$ cat config.mk
export PLATFORM = sky130hd
export DESIGN_NAME = dds_sweep_ctrl
export DESIGN_NICKNAME = d
export VERILOG_FILES = /design/src/rtl/dds_sweep_ctrl.sv
export SDC_FILE = /design/constraint.sdc
export NUM_CORES = 1
export LEC_CHECK = 0
export CORE_ASPECT_RATIO = 0.6
export CORE_UTILIZATION = 59
export CTS_CLUSTER_SIZE = 28
export DETAILED_ROUTE_END_ITERATION = 10
export GPL_TIMING_DRIVEN = 0
export PLACE_DENSITY = 0.78
export SLEW_MARGIN = 20
export SYNTH_ARGS = -nofsm -noshare
export SYNTH_HDL_FRONTEND = slang
export SYNTH_SLANG_ARGS = --single-unit
$ cat constraint.sdc
create_clock -name clk -period 3.84 [get_ports clk]
set_clock_uncertainty 0.1 [all_clocks]
set_input_delay 0.576 -clock clk [delete_from_list [all_inputs] [get_ports clk]]
set_output_delay 0.576 -clock clk [all_outputs]
set_load 0.005 [all_outputs]
$ cat src/rtl/dds_sweep_ctrl.sv
// -----------------------------------------------------------------------------
// dds_sweep_ctrl
// Direct digital synthesis sweep controller. A phase accumulator, advanced by
// the current frequency word, addresses a wave ROM. The frequency word can be
// held fixed (tone), stepped once from start_fw up to stop_fw (single sweep,
// ending in HOLD), or stepped repeatedly (continuous sweep). The waveform
// select is re-timed to an accumulator wrap while generating, so a waveform
// change always lands on a period boundary.
// -----------------------------------------------------------------------------
module dds_sweep_ctrl #(
    parameter int FREQ_WORD_WIDTH  = 8,
    parameter int PHASE_WORD_WIDTH = 8,
    parameter int ACC_WIDTH        = 16
) (
    input  logic                        clk,
    input  logic                        rst,
    input  logic                        cfg_we,
    input  logic [2:0]                  cfg_addr,
    input  logic [15:0]                 cfg_wdata,
    input  logic                        start,
    input  logic                        stop,
    output logic                        rom_en,
    output logic [PHASE_WORD_WIDTH-1:0] rom_addr,
    output logic [1:0]                  rom_sel,
    output logic                        busy,
    output logic                        sweep_done,
    output logic [FREQ_WORD_WIDTH-1:0]  cur_fw
);

    localparam int FW = FREQ_WORD_WIDTH;
    localparam int PW = PHASE_WORD_WIDTH;
    localparam int AW = ACC_WIDTH;
    localparam int DW = 16;

    // Register map
    localparam logic [2:0] ADDR_START_FW  = 3'd0;
    localparam logic [2:0] ADDR_STOP_FW   = 3'd1;
    localparam logic [2:0] ADDR_STEP_FW   = 3'd2;
    localparam logic [2:0] ADDR_DWELL     = 3'd3;
    localparam logic [2:0] ADDR_PHASE_OFF = 3'd4;
    localparam logic [2:0] ADDR_MODE_SEL  = 3'd5;

    // Operating modes (mode 3 is treated like a fixed tone)
    localparam logic [1:0] MODE_SINGLE = 2'd1;
    localparam logic [1:0] MODE_CONT   = 2'd2;

    typedef enum logic [1:0] {
        ST_IDLE = 2'd0,
        ST_RUN  = 2'd1,
        ST_HOLD = 2'd2
    } state_t;

    // Configuration registers
    logic [FW-1:0] start_fw_r;
    logic [FW-1:0] stop_fw_r;
    logic [FW-1:0] step_fw_r;
    logic [DW-1:0] dwell_r;
    logic [PW-1:0] phase_off_r;
    logic [1:0]    mode_r;
    logic [1:0]    sel_r;

    // Datapath / FSM state
    state_t        state_r;
    logic [1:0]    mode_run_r;
    logic [AW-1:0] acc_r;
    logic [DW-1:0] dwell_cnt_r;
    logic [FW-1:0] cur_fw_r;
    logic          rom_en_r;
    logic [PW-1:0] rom_addr_r;
    logic [1:0]    rom_sel_r;
    logic          busy_r;
    logic          sweep_done_r;

    // Combinational helpers
    logic          wr_start_fw_s;
    logic          wr_phase_off_s;
    logic          wr_mode_sel_s;
    logic [FW-1:0] start_fw_eff_s;
    logic [PW-1:0] phase_off_eff_s;
    logic [1:0]    mode_eff_s;
    logic [1:0]    sel_eff_s;
    logic [AW:0]   acc_sum_s;
    logic          acc_carry_s;
    logic [PW-1:0] phase_s;
    logic [FW:0]   fw_sum_s;
    logic          fw_over_s;
    logic          dwell_hit_s;
    logic          sweep_mode_s;
    logic          step_nonzero_s;

    // Write decode and write-through views of the config, so a write in the
    // same cycle as start is what the start actually uses
    always_comb begin
        wr_start_fw_s   = cfg_we && (cfg_addr == ADDR_START_FW);
        wr_phase_off_s  = cfg_we && (cfg_addr == ADDR_PHASE_OFF);
        wr_mode_sel_s   = cfg_we && (cfg_addr == ADDR_MODE_SEL);
        start_fw_eff_s  = start_fw_r;
        phase_off_eff_s = phase_off_r;
        mode_eff_s      = mode_r;
        sel_eff_s       = sel_r;
        if (wr_start_fw_s) begin
            start_fw_eff_s = cfg_wdata[FW-1:0];
        end else begin
            start_fw_eff_s = start_fw_r;
        end
        if (wr_phase_off_s) begin
            phase_off_eff_s = cfg_wdata[PW-1:0];
        end else begin
            phase_off_eff_s = phase_off_r;
        end
        if (wr_mode_sel_s) begin
            mode_eff_s = cfg_wdata[3:2];
            sel_eff_s  = cfg_wdata[1:0];
        end else begin
            mode_eff_s = mode_r;
            sel_eff_s  = sel_r;
        end
    end

    // Accumulator advance, ROM phase and sweep step arithmetic
    always_comb begin
        acc_sum_s      = {1'b0, acc_r} + {{(AW + 1 - FW){1'b0}}, cur_fw_r};
        acc_carry_s    = acc_sum_s[AW];
        phase_s        = acc_r[AW-1 -: PW] + phase_off_r;
        fw_sum_s       = {1'b0, cur_fw_r} + {1'b0, step_fw_r};
        fw_over_s      = (fw_sum_s > {1'b0, stop_fw_r});
        dwell_hit_s    = (dwell_cnt_r == dwell_r);
        sweep_mode_s   = (mode_run_r == MODE_SINGLE) || (mode_run_r == MODE_CONT);
        step_nonzero_s = (step_fw_r != {FW{1'b0}});
    end

    // Configuration register file; written in every state
    always_ff @(posedge clk or posedge rst) begin
        if (rst) begin
            start_fw_r  <= {FW{1'b0}};
            stop_fw_r   <= {FW{1'b1}};
            step_fw_r   <= {{(FW - 1){1'b0}}, 1'b1};
            dwell_r     <= {DW{1'b0}};
            phase_off_r <= {PW{1'b0}};
            mode_r      <= 2'd0;
            sel_r       <= 2'd0;
        end else if (cfg_we) begin
            case (cfg_addr)
                ADDR_START_FW:  start_fw_r  <= cfg_wdata[FW-1:0];
                ADDR_STOP_FW:   stop_fw_r   <= cfg_wdata[FW-1:0];
                ADDR_STEP_FW:   step_fw_r   <= cfg_wdata[FW-1:0];
                ADDR_DWELL:     dwell_r     <= cfg_wdata[DW-1:0];
                ADDR_PHASE_OFF: phase_off_r <= cfg_wdata[PW-1:0];
                ADDR_MODE_SEL: begin
                    mode_r <= cfg_wdata[3:2];
                    sel_r  <= cfg_wdata[1:0];
                end
                default: begin
                    start_fw_r <= start_fw_r;
                end
            endcase
        end else begin
            start_fw_r <= start_fw_r;
        end
    end

    // Control FSM with accumulator, sweep stepping and registered outputs.
    // The mode is captured at start, so mode writes while generating only
    // matter after the next return to IDLE.
    always_ff @(posedge clk or posedge rst) begin
        if (rst) begin
            state_r      <= ST_IDLE;
            mode_run_r   <= 2'd0;
            acc_r        <= {AW{1'b0}};
            dwell_cnt_r  <= {DW{1'b0}};
            cur_fw_r     <= {FW{1'b0}};
            rom_en_r     <= 1'b0;
            rom_addr_r   <= {PW{1'b0}};
            rom_sel_r    <= 2'd0;
            busy_r       <= 1'b0;
            sweep_done_r <= 1'b0;
        end else begin
            sweep_done_r <= 1'b0;
            case (state_r)
                ST_IDLE: begin
                    rom_sel_r <= sel_eff_s;
                    if (stop) begin
                        rom_en_r <= 1'b0;
                        busy_r   <= 1'b0;
                    end else if (start) begin
                        state_r     <= ST_RUN;
                        mode_run_r  <= mode_eff_s;
                        acc_r       <= {AW{1'b0}};
                        dwell_cnt_r <= {DW{1'b0}};
                        cur_fw_r    <= start_fw_eff_s;
                        rom_addr_r  <= phase_off_eff_s;
                        rom_en_r    <= 1'b1;
                        busy_r      <= 1'b1;
                    end else begin
                        rom_en_r <= 1'b0;
                        busy_r   <= 1'b0;
                    end
                end

                ST_RUN, ST_HOLD: begin
                    if (stop) begin
                        state_r  <= ST_IDLE;
                        rom_en_r <= 1'b0;
                        busy_r   <= 1'b0;
                    end else begin
                        acc_r      <= acc_sum_s[AW-1:0];
                        rom_addr_r <= phase_s;
                        rom_en_r   <= 1'b1;
                        busy_r     <= 1'b1;
                        // Waveform changes only land on a period boundary
                        if (acc_carry_s) begin
                            rom_sel_r <= sel_r;
                        end
                        if ((state_r == ST_RUN) && sweep_mode_s) begin
                            if (dwell_hit_s) begin
                                dwell_cnt_r <= {DW{1'b0}};
                                // A zero step never moves the tone nor ends a sweep
                                if (step_nonzero_s) begin
                                    if (!fw_over_s) begin
                                        cur_fw_r <= fw_sum_s[FW-1:0];
                                    end else if (mode_run_r == MODE_SINGLE) begin
                                        cur_fw_r     <= stop_fw_r;
                                        sweep_done_r <= 1'b1;
                                        state_r      <= ST_HOLD;
                                    end else begin
                                        cur_fw_r     <= start_fw_r;
                                        sweep_done_r <= 1'b1;
                                    end
                                end
                            end else begin
                                dwell_cnt_r <= dwell_cnt_r + {{(DW - 1){1'b0}}, 1'b1};
                            end
                        end
                    end
                end

                default: begin
                    state_r  <= ST_IDLE;
                    rom_en_r <= 1'b0;
                    busy_r   <= 1'b0;
                end
            endcase
        end
    end

    assign rom_en     = rom_en_r;
    assign rom_addr   = rom_addr_r;
    assign rom_sel    = rom_sel_r;
    assign busy       = busy_r;
    assign sweep_done = sweep_done_r;
    assign cur_fw     = cur_fw_r;

endmodule
# [Word level (Yosys, flattened, before mapping)]
# Index checks and enable logic that the tools add are counted.
[classes] addsub=4 bitwise_logic=1 eq_ne=22 magnitude_cmp=1 n_mux=47 reduce_logical=22
[ops] operator="$mux W8" count=13
[ops] operator="$mux W16" count=6
[ops] operator="$pmux W16 S2" count=2
[ops] operator="$pmux W8 S2" count=2
[ops] operator="$mux W2" count=12
[ops] operator="$add A16 B8 Y17" count=1
[ops] operator="$add A16 B1 Y16 const B" count=1
[ops] operator="$eq A16 B16 Y1" count=1
[ops] operator="$ne A3 B3 Y1 const B" count=5
[ops] operator="$ne A2 B2 Y1 const B" count=7
[ops] operator="$reduce_and A7 Y1" count=2
[ops] operator="$reduce_and A2 Y1" count=6
[ops] operator="$add A8 B8 Y9" count=1
[ops] operator="$gt A9 B8 Y1" count=1
[ops] operator="$mux W1" count=9
[ops] operator="$add A8 B8 Y8" count=1
[ops] operator="$pmux W2 S2" count=2
[ops] operator="$reduce_bool A8 Y1" count=1
[ops] operator="$eq A3 B2 Y1 const B" count=2
[ops] operator="$eq A3 B3 Y1 const B" count=2
[ops] operator="$reduce_and A3 Y1" count=2
[ops] operator="$reduce_and A5 Y1" count=1
[ops] operator="$eq A2 B1 Y1 const B" count=2
[ops] operator="$eq A2 B2 Y1 const B" count=2
[ops] operator="other kinds (10)" count=13
[word_totals] output_inout_bits=21 input_bits=24 word_cells=113 ff_bits=108

# [Logic depth before layout (Yosys ltp)]
[logic_depth] ltp_word=8 mapped_depth=15 depth_no_buf=14

# [Worst setup path before layout]
# OpenSTA, ideal clock, no wires.
[synth_path] path_type="register to register" startpoint="register cur_fw_r[0] (netlist: cur_fw[0])" endpoint="register cur_fw_r[0] (netlist: cur_fw[0])" arrival_time_ns=3.341 period_less_slack_ns=3.566 stages_incl_launch_ff=15 n_path_buf=1 slack_ns=0.274 path_cell_list="dfrtp_1 ha_1 fa_1 a21oi_1 o211ai_1 a21oi_1 xnor2_1 ha_1 or4_4 a2111oi_4 o21ai_1 buf_6 mux2i_1 o21ai_1 mux2_2"
[synth_between] elab_chain_cells=8
[synth_rtl] element="from (decl)" line_no="67" rtl="logic [FW-1:0] cur_fw_r;"
[synth_rtl] element="from (signal assigned)" line_no="171" rtl="cur_fw_r <= {FW{1'b0}};"
[synth_rtl] element="from (signal assigned)" line_no="190" rtl="cur_fw_r <= start_fw_eff_s;"
[synth_rtl] element="from (signal assigned)" line_no="220" rtl="cur_fw_r <= fw_sum_s[FW-1:0];"
[synth_rtl] element="$add A8 B8 Y9 (*)" line_no="125" rtl="fw_sum_s = {1'b0, cur_fw_r} + {1'b0, step_fw_r};"
[synth_rtl] element="$gt A9 B8 Y1" line_no="126" rtl="fw_over_s = (fw_sum_s > {1'b0, stop_fw_r});"
[synth_rtl] element="$mux W8 (*)" line_no="219" rtl="if (!fw_over_s) begin"
[synth_rtl] element="$mux W8 (*)" line_no="218" rtl="if (step_nonzero_s) begin"
[synth_rtl] element="$mux W8 (*)" line_no="215" rtl="if (dwell_hit_s) begin"
[synth_rtl] element="$mux W8 (*)" line_no="214" rtl="if ((state_r == ST_RUN) && sweep_mode_s) begin"
[synth_rtl] element="$mux W8 (*)" line_no="201" rtl="if (stop) begin"
[synth_rtl] element="$pmux W8 S2 (*)" line_no="179" rtl="case (state_r)"
# Every way passes the cells marked *; elsewhere a longest branch is shown, timed or not. The select of a mux whose other input is x is not followed.
# A chain may end at the register's enable or synchronous reset.

# [Worst setup path in the final report]
[layout_path] startpoint="register cur_fw_r[0] (netlist: cur_fw[0])" endpoint="register cur_fw_r[4] (netlist: cur_fw[4])"
# The elaborated chain is that of the path after synthesis.

==> results_tabular.tex <==
\begin{tabular}{lr}
\hline
Metric & Value \\
\hline
\multicolumn{2}{l}{\textbf{Timing}} \\
\quad Setup repair after global routing missed its margin & false \\
\quad Fin. max-slew vios & 0 \\
\quad Slew at the pin closest to its max-slew limit & 949 ps \\
\quad Number of setup violations in the final report & 0 \\
\quad Final cycle utilization of the critical path & 0.954 \\
\quad Worst rel slew slack & 0.361 \\
\quad Fmax & 273 MHz \\
\quad Worst Setup Slack, final & 178 ps \\
\quad Post-layout min period & 3660 ps \\
\quad Aggregate negative setup slack & 0 ps \\
\quad Final hold violation count & 0 \\
\multicolumn{2}{l}{\textbf{Yosys}} \\
\quad Most frequent cell after synthesis & sky130\_fd\_sc\_hd\_\_dfrtp\_1 \\
\quad Number of enable-type register cells in the synthesized netlist & 0 \\
\quad Part of the Yosys area used for sequential elements & 0.442 \\
\quad Yosys warnings & 0 \\
\quad Most common library cells after synthesis & 99 x sky130\_fd\_sc\_hd\_\_dfrtp\_1, 62 x sky130\_fd\_sc\_hd\_\_nand2\_1, 59 x sky130\_fd\_sc\_hd\_\_mux2\_2, 41 x sky130\_fd\_sc\_hd\_\_o21ai\_0, 37 x sky130\_fd\_sc\_hd\_\_nor2\_1 \\
\quad Synthesized net count & 656 \\
\quad Flip-flop cell with the highest count after synthesis & sky130\_fd\_sc\_hd\_\_dfrtp\_1 \\
\quad Library cell occupying the most area in the post-synthesis netlist & sky130\_fd\_sc\_hd\_\_dfrtp\_1 \\
\quad Total standard cell area after synthesis & 0.00614 mm2 \\
\quad Dominant cells by area after synthesis & sky130\_fd\_sc\_hd\_\_dfrtp\_1 40\%, sky130\_fd\_sc\_hd\_\_mux2\_2 11\%, sky130\_fd\_sc\_hd\_\_ha\_1 7.3\% \\
\quad Synthesized instance count & 593 \\
\quad Number of unique standard cell types used by synthesis & 52 \\
\quad Number of flip-flops and latches in the synthesized netlist & 108 \\
\quad Async set-reset flop share out of synthesis & 1.00 \\
\quad Area share of the largest cell type after synthesis & 0.404 \\
\quad Average cell area after synthesis & 10.4 um2 \\
\multicolumn{2}{l}{\textbf{Die}} \\
\quad Initial core utilization & 0.615 \\
\quad Placement row count & 28 \\
\quad Overall die width & 134 um \\
\quad Floorplan die height & 81.0 um \\
\quad Core outline area & 0.00998 mm2 \\
\quad Die footprint & 0.0108 mm2 \\
\quad I/O pins & 45 \\
\multicolumn{2}{l}{\textbf{Cells and area}} \\
\quad Ant diodes & 0 \\
\quad Share of cells above drive strength 1 & 0.162 \\
\quad Layout Nets & 713 \\
\quad Final cell count without fillers & 790 \\
\quad Number of fill cells in the layout & 719 \\
\quad Layout overhead on the synthesized area & 15.4\% \\
\quad Core occupancy in the finished layout & 0.710 \\
\multicolumn{2}{l}{\textbf{Clock network}} \\
\quad Clk pin slew, worst setup/hold paths & 70 ps \\
\quad Clock Tree Root & sky130\_fd\_sc\_hd\_\_clkbuf\_16 \\
\quad CTS buffer count & 9 \\
\quad Maximum root-to-sink buffer count & 2 \\
\quad Count of hold-fix buffers inserted at cts & 0 \\
\quad Number of levels in the clock H-tree & 3 \\
\quad Count of clock tree sinks & 108 \\
\quad CTS tree & done \\
\quad Latest clock arrival within the worst-skew pair & 360 ps \\
\multicolumn{2}{l}{\textbf{Global routing}} \\
\quad Pin count of the biggest net entering global routing & 83 \\
\quad Number of global-route vias before repair & 4547 \\
\quad Number of antenna violations at the first check in global routing & 0 \\
\quad Global-route wire length before repair & 24100 um \\
\quad Total congestion overflow after global routing & 0 \\
\quad Total global-route track usage & 0.296 \\
\multicolumn{2}{l}{\textbf{Setup path}} \\
\quad Endpoint type of the worst setup path & register \\
\quad Type of the worst setup path & register to register \\
\quad Crit-path max FO & 5 \\
\quad Worst path arrival time & 3800 ps \\
\quad Worst path required time & 3980 ps \\
\quad Startpoint Class & register \\
\multicolumn{2}{l}{\textbf{Power}} \\
\quad Standby leakage power & 3.17 nW \\
\quad Design Power & 0.00518 W \\
\quad Worst VDD drop & 0.441 mV \\
\quad Power per cell area & 731 mW/mm2 \\
\multicolumn{2}{l}{\textbf{Detailed routing}} \\
\quad Iteration-0 DRC count of the detailed router & 408 \\
\quad Residual antenna-violating net count after detailed routing & 0 \\
\quad Via total after detailed routing & 4791 \\
\quad Post-route DRC & 0 \\
\quad Average wire length per cell after detail routing & 19.1 um \\
\quad Detailed-route vias per instance & 6.06 \\
\quad Final wirelength & 15100 um \\
\quad First drt pass iteration count & 5 \\
\multicolumn{2}{l}{\textbf{Worst hold path}} \\
\quad Worst hold path class & register to register \\
\multicolumn{2}{l}{\textbf{Placed design}} \\
\quad HPWL reported at the end of detailed placement & 11200 um \\
\quad Routability cong. & 0.876 \\
\quad Placed Cells & 771 \\
\quad Worst setup slack after placement & -110 ps \\
\quad Number of port buffers & 42 \\
\multicolumn{2}{l}{\textbf{Run status}} \\
\quad Outcome & finished clean \\
\multicolumn{2}{l}{\textbf{Job}} \\
\quad Max-cap violation count & 0 \\
\hline
\end{tabular}
[flip-flops by register name, summed over array words and instances, names as in the netlist]
| signal | count |
|---|---|
| acc_r | 16 |
| busy | 1 |
| cur_fw | 8 |
| dwell_cnt_r | 16 |
| dwell_r | 16 |
| mode_r | 2 |
| mode_run_r | 2 |
| phase_off_r | 8 |
| rom_addr | 8 |
| rom_sel | 2 |
| sel_r | 2 |
| start_fw_r | 8 |
| state_r | 2 |
| step_fw_r | 8 |
| stop_fw_r | 8 |
| sweep_done | 1 |
[layout make-up]
type	instances	area (um2)	share of cell area
inverters	23	91.3	0.0129
well taps	135	169	0.0238
plain buffers	19	101	0.0143
clock buffers	13	250	0.0353
flip-flops and latches	108	2710	0.383
clock inverters	3	15.0	0.00212
repair buffers	46	470	0.0664
multi-input cells	443	3270	0.462
[repair_timing]
action	in CTS	in global routing
resized for setup	2	6
endpoints found under the setup margin	9	9
pin swaps	1	5
gates cloned	0	1
hold endpoints to repair	0	0
setup buffers	1	1
[worst paths after layout]
kind | startpoint | slack (ps) | to | cells after the start
worst max-delay path | cur_fw[0] | 180 | cur_fw[4] | 14
worst min-delay path | rom_addr[0] | 380 | rom_addr[0] | 2
worst max register to register | cur_fw[0] | 180 | cur_fw[4] | 14
worst min register to register | rom_addr[0] | 380 | rom_addr[0] | 2
max in group asynchronous | rst | 2480 | step_fw_r[0] | 3
min in group asynchronous | rst | 450 | dwell_cnt_r[3] | 2
[logic make-up after synthesis]
family	after synthesis	synth area share
AOI/OAI and AO/OA	119	0.122
xor gates and xnor gates	44	0.0628
adders and majority gates	39	0.0832
buffers and inverters	42	0.0306
DFF	108	0.442
muxes	69	0.125
and+or+nand+nor	172	0.135
[layout by cell type (no fill, tap or decap), types with 3 or more instances in the layout]
| cell type | count |
|---|---|
| sky130_fd_sc_hd__dfstp_2 | 9 |
| sky130_fd_sc_hd__nor2b_1 | 8 |
| sky130_fd_sc_hd__buf_4 | 3 |
| sky130_fd_sc_hd__or3_1 | 3 |
| sky130_fd_sc_hd__o21ai_1 | 7 |
| sky130_fd_sc_hd__a22oi_1 | 3 |
| sky130_fd_sc_hd__clkinv_2 | 3 |
| sky130_fd_sc_hd__nand3_1 | 11 |
| sky130_fd_sc_hd__clkdlybuf4s50_1 | 42 |
| sky130_fd_sc_hd__mux2_2 | 59 |
| sky130_fd_sc_hd__xor2_1 | 30 |
| sky130_fd_sc_hd__xnor2_1 | 14 |
| sky130_fd_sc_hd__clkbuf_16 | 9 |
| sky130_fd_sc_hd__o21bai_1 | 5 |
| sky130_fd_sc_hd__buf_6 | 3 |
| sky130_fd_sc_hd__clkbuf_1 | 14 |
| sky130_fd_sc_hd__inv_1 | 22 |
| sky130_fd_sc_hd__nor3_1 | 10 |
| sky130_fd_sc_hd__nor2_1 | 37 |
| sky130_fd_sc_hd__o211ai_1 | 6 |
| sky130_fd_sc_hd__nand2_1 | 62 |
| sky130_fd_sc_hd__ha_1 | 35 |
| sky130_fd_sc_hd__dfrtp_1 | 99 |
| sky130_fd_sc_hd__nor4_1 | 7 |
| sky130_fd_sc_hd__a21oi_1 | 28 |
| sky130_fd_sc_hd__mux2i_1 | 10 |
| sky130_fd_sc_hd__and3_1 | 5 |
| sky130_fd_sc_hd__nand2b_1 | 6 |
| sky130_fd_sc_hd__a211oi_1 | 3 |
| sky130_fd_sc_hd__nand4_1 | 11 |
| sky130_fd_sc_hd__o21ai_0 | 41 |
| sky130_fd_sc_hd__a21o_1 | 8 |
[metal layers]
metal  vias to the layer above  part of all wire  global-route usage
li1                       2215                 -                   -
met1                      2350              0.50               0.441
met2                       200              0.42               0.432
met3                        26             0.074              0.0749
met4                         0             0.011              0.0659
met5                         -                 0                   0
[critical path, stage by stage (launching register included)]
cell and delay (ps):
sky130_fd_sc_hd__dfrtp_1 430, sky130_fd_sc_hd__ha_4 200, sky130_fd_sc_hd__fa_2 400, sky130_fd_sc_hd__a21oi_4 180
sky130_fd_sc_hd__o211ai_1 130, sky130_fd_sc_hd__a21oi_1 170, sky130_fd_sc_hd__xnor2_1 120, sky130_fd_sc_hd__ha_1 210
sky130_fd_sc_hd__or4_4 550, sky130_fd_sc_hd__a2111oi_4 240, sky130_fd_sc_hd__o21ai_2 110, sky130_fd_sc_hd__clkbuf_4 200
sky130_fd_sc_hd__mux2i_1 160, sky130_fd_sc_hd__o21ai_1 90, sky130_fd_sc_hd__mux2_2 260
[stage by stage]
step / hold WS, ps / instance area (um2)
4_1_cts: 388 / 7040
3_3_place_gp: 362 / 6730
6_report: 380 / 7080
3_5_place_dp: 373 / 6760
5_1_grt: 433 / 7080
2_1_floorplan: 354 / 6140
[power by group]
group | total (W) | switching, W | internal (W) | leakage [nW]
Sequential | 0.00167 | 0.000242 | 0.00143 | 1.35
Clock | 0.000870 | 0.000414 | 0.000456 | 0.133
Combinational | 0.00264 | 0.00138 | 0.00125 | 1.68
Total | 0.00518 | 0.00204 | 0.00314 | 3.17
No activity file was read; power rests on OpenSTA's default activity.
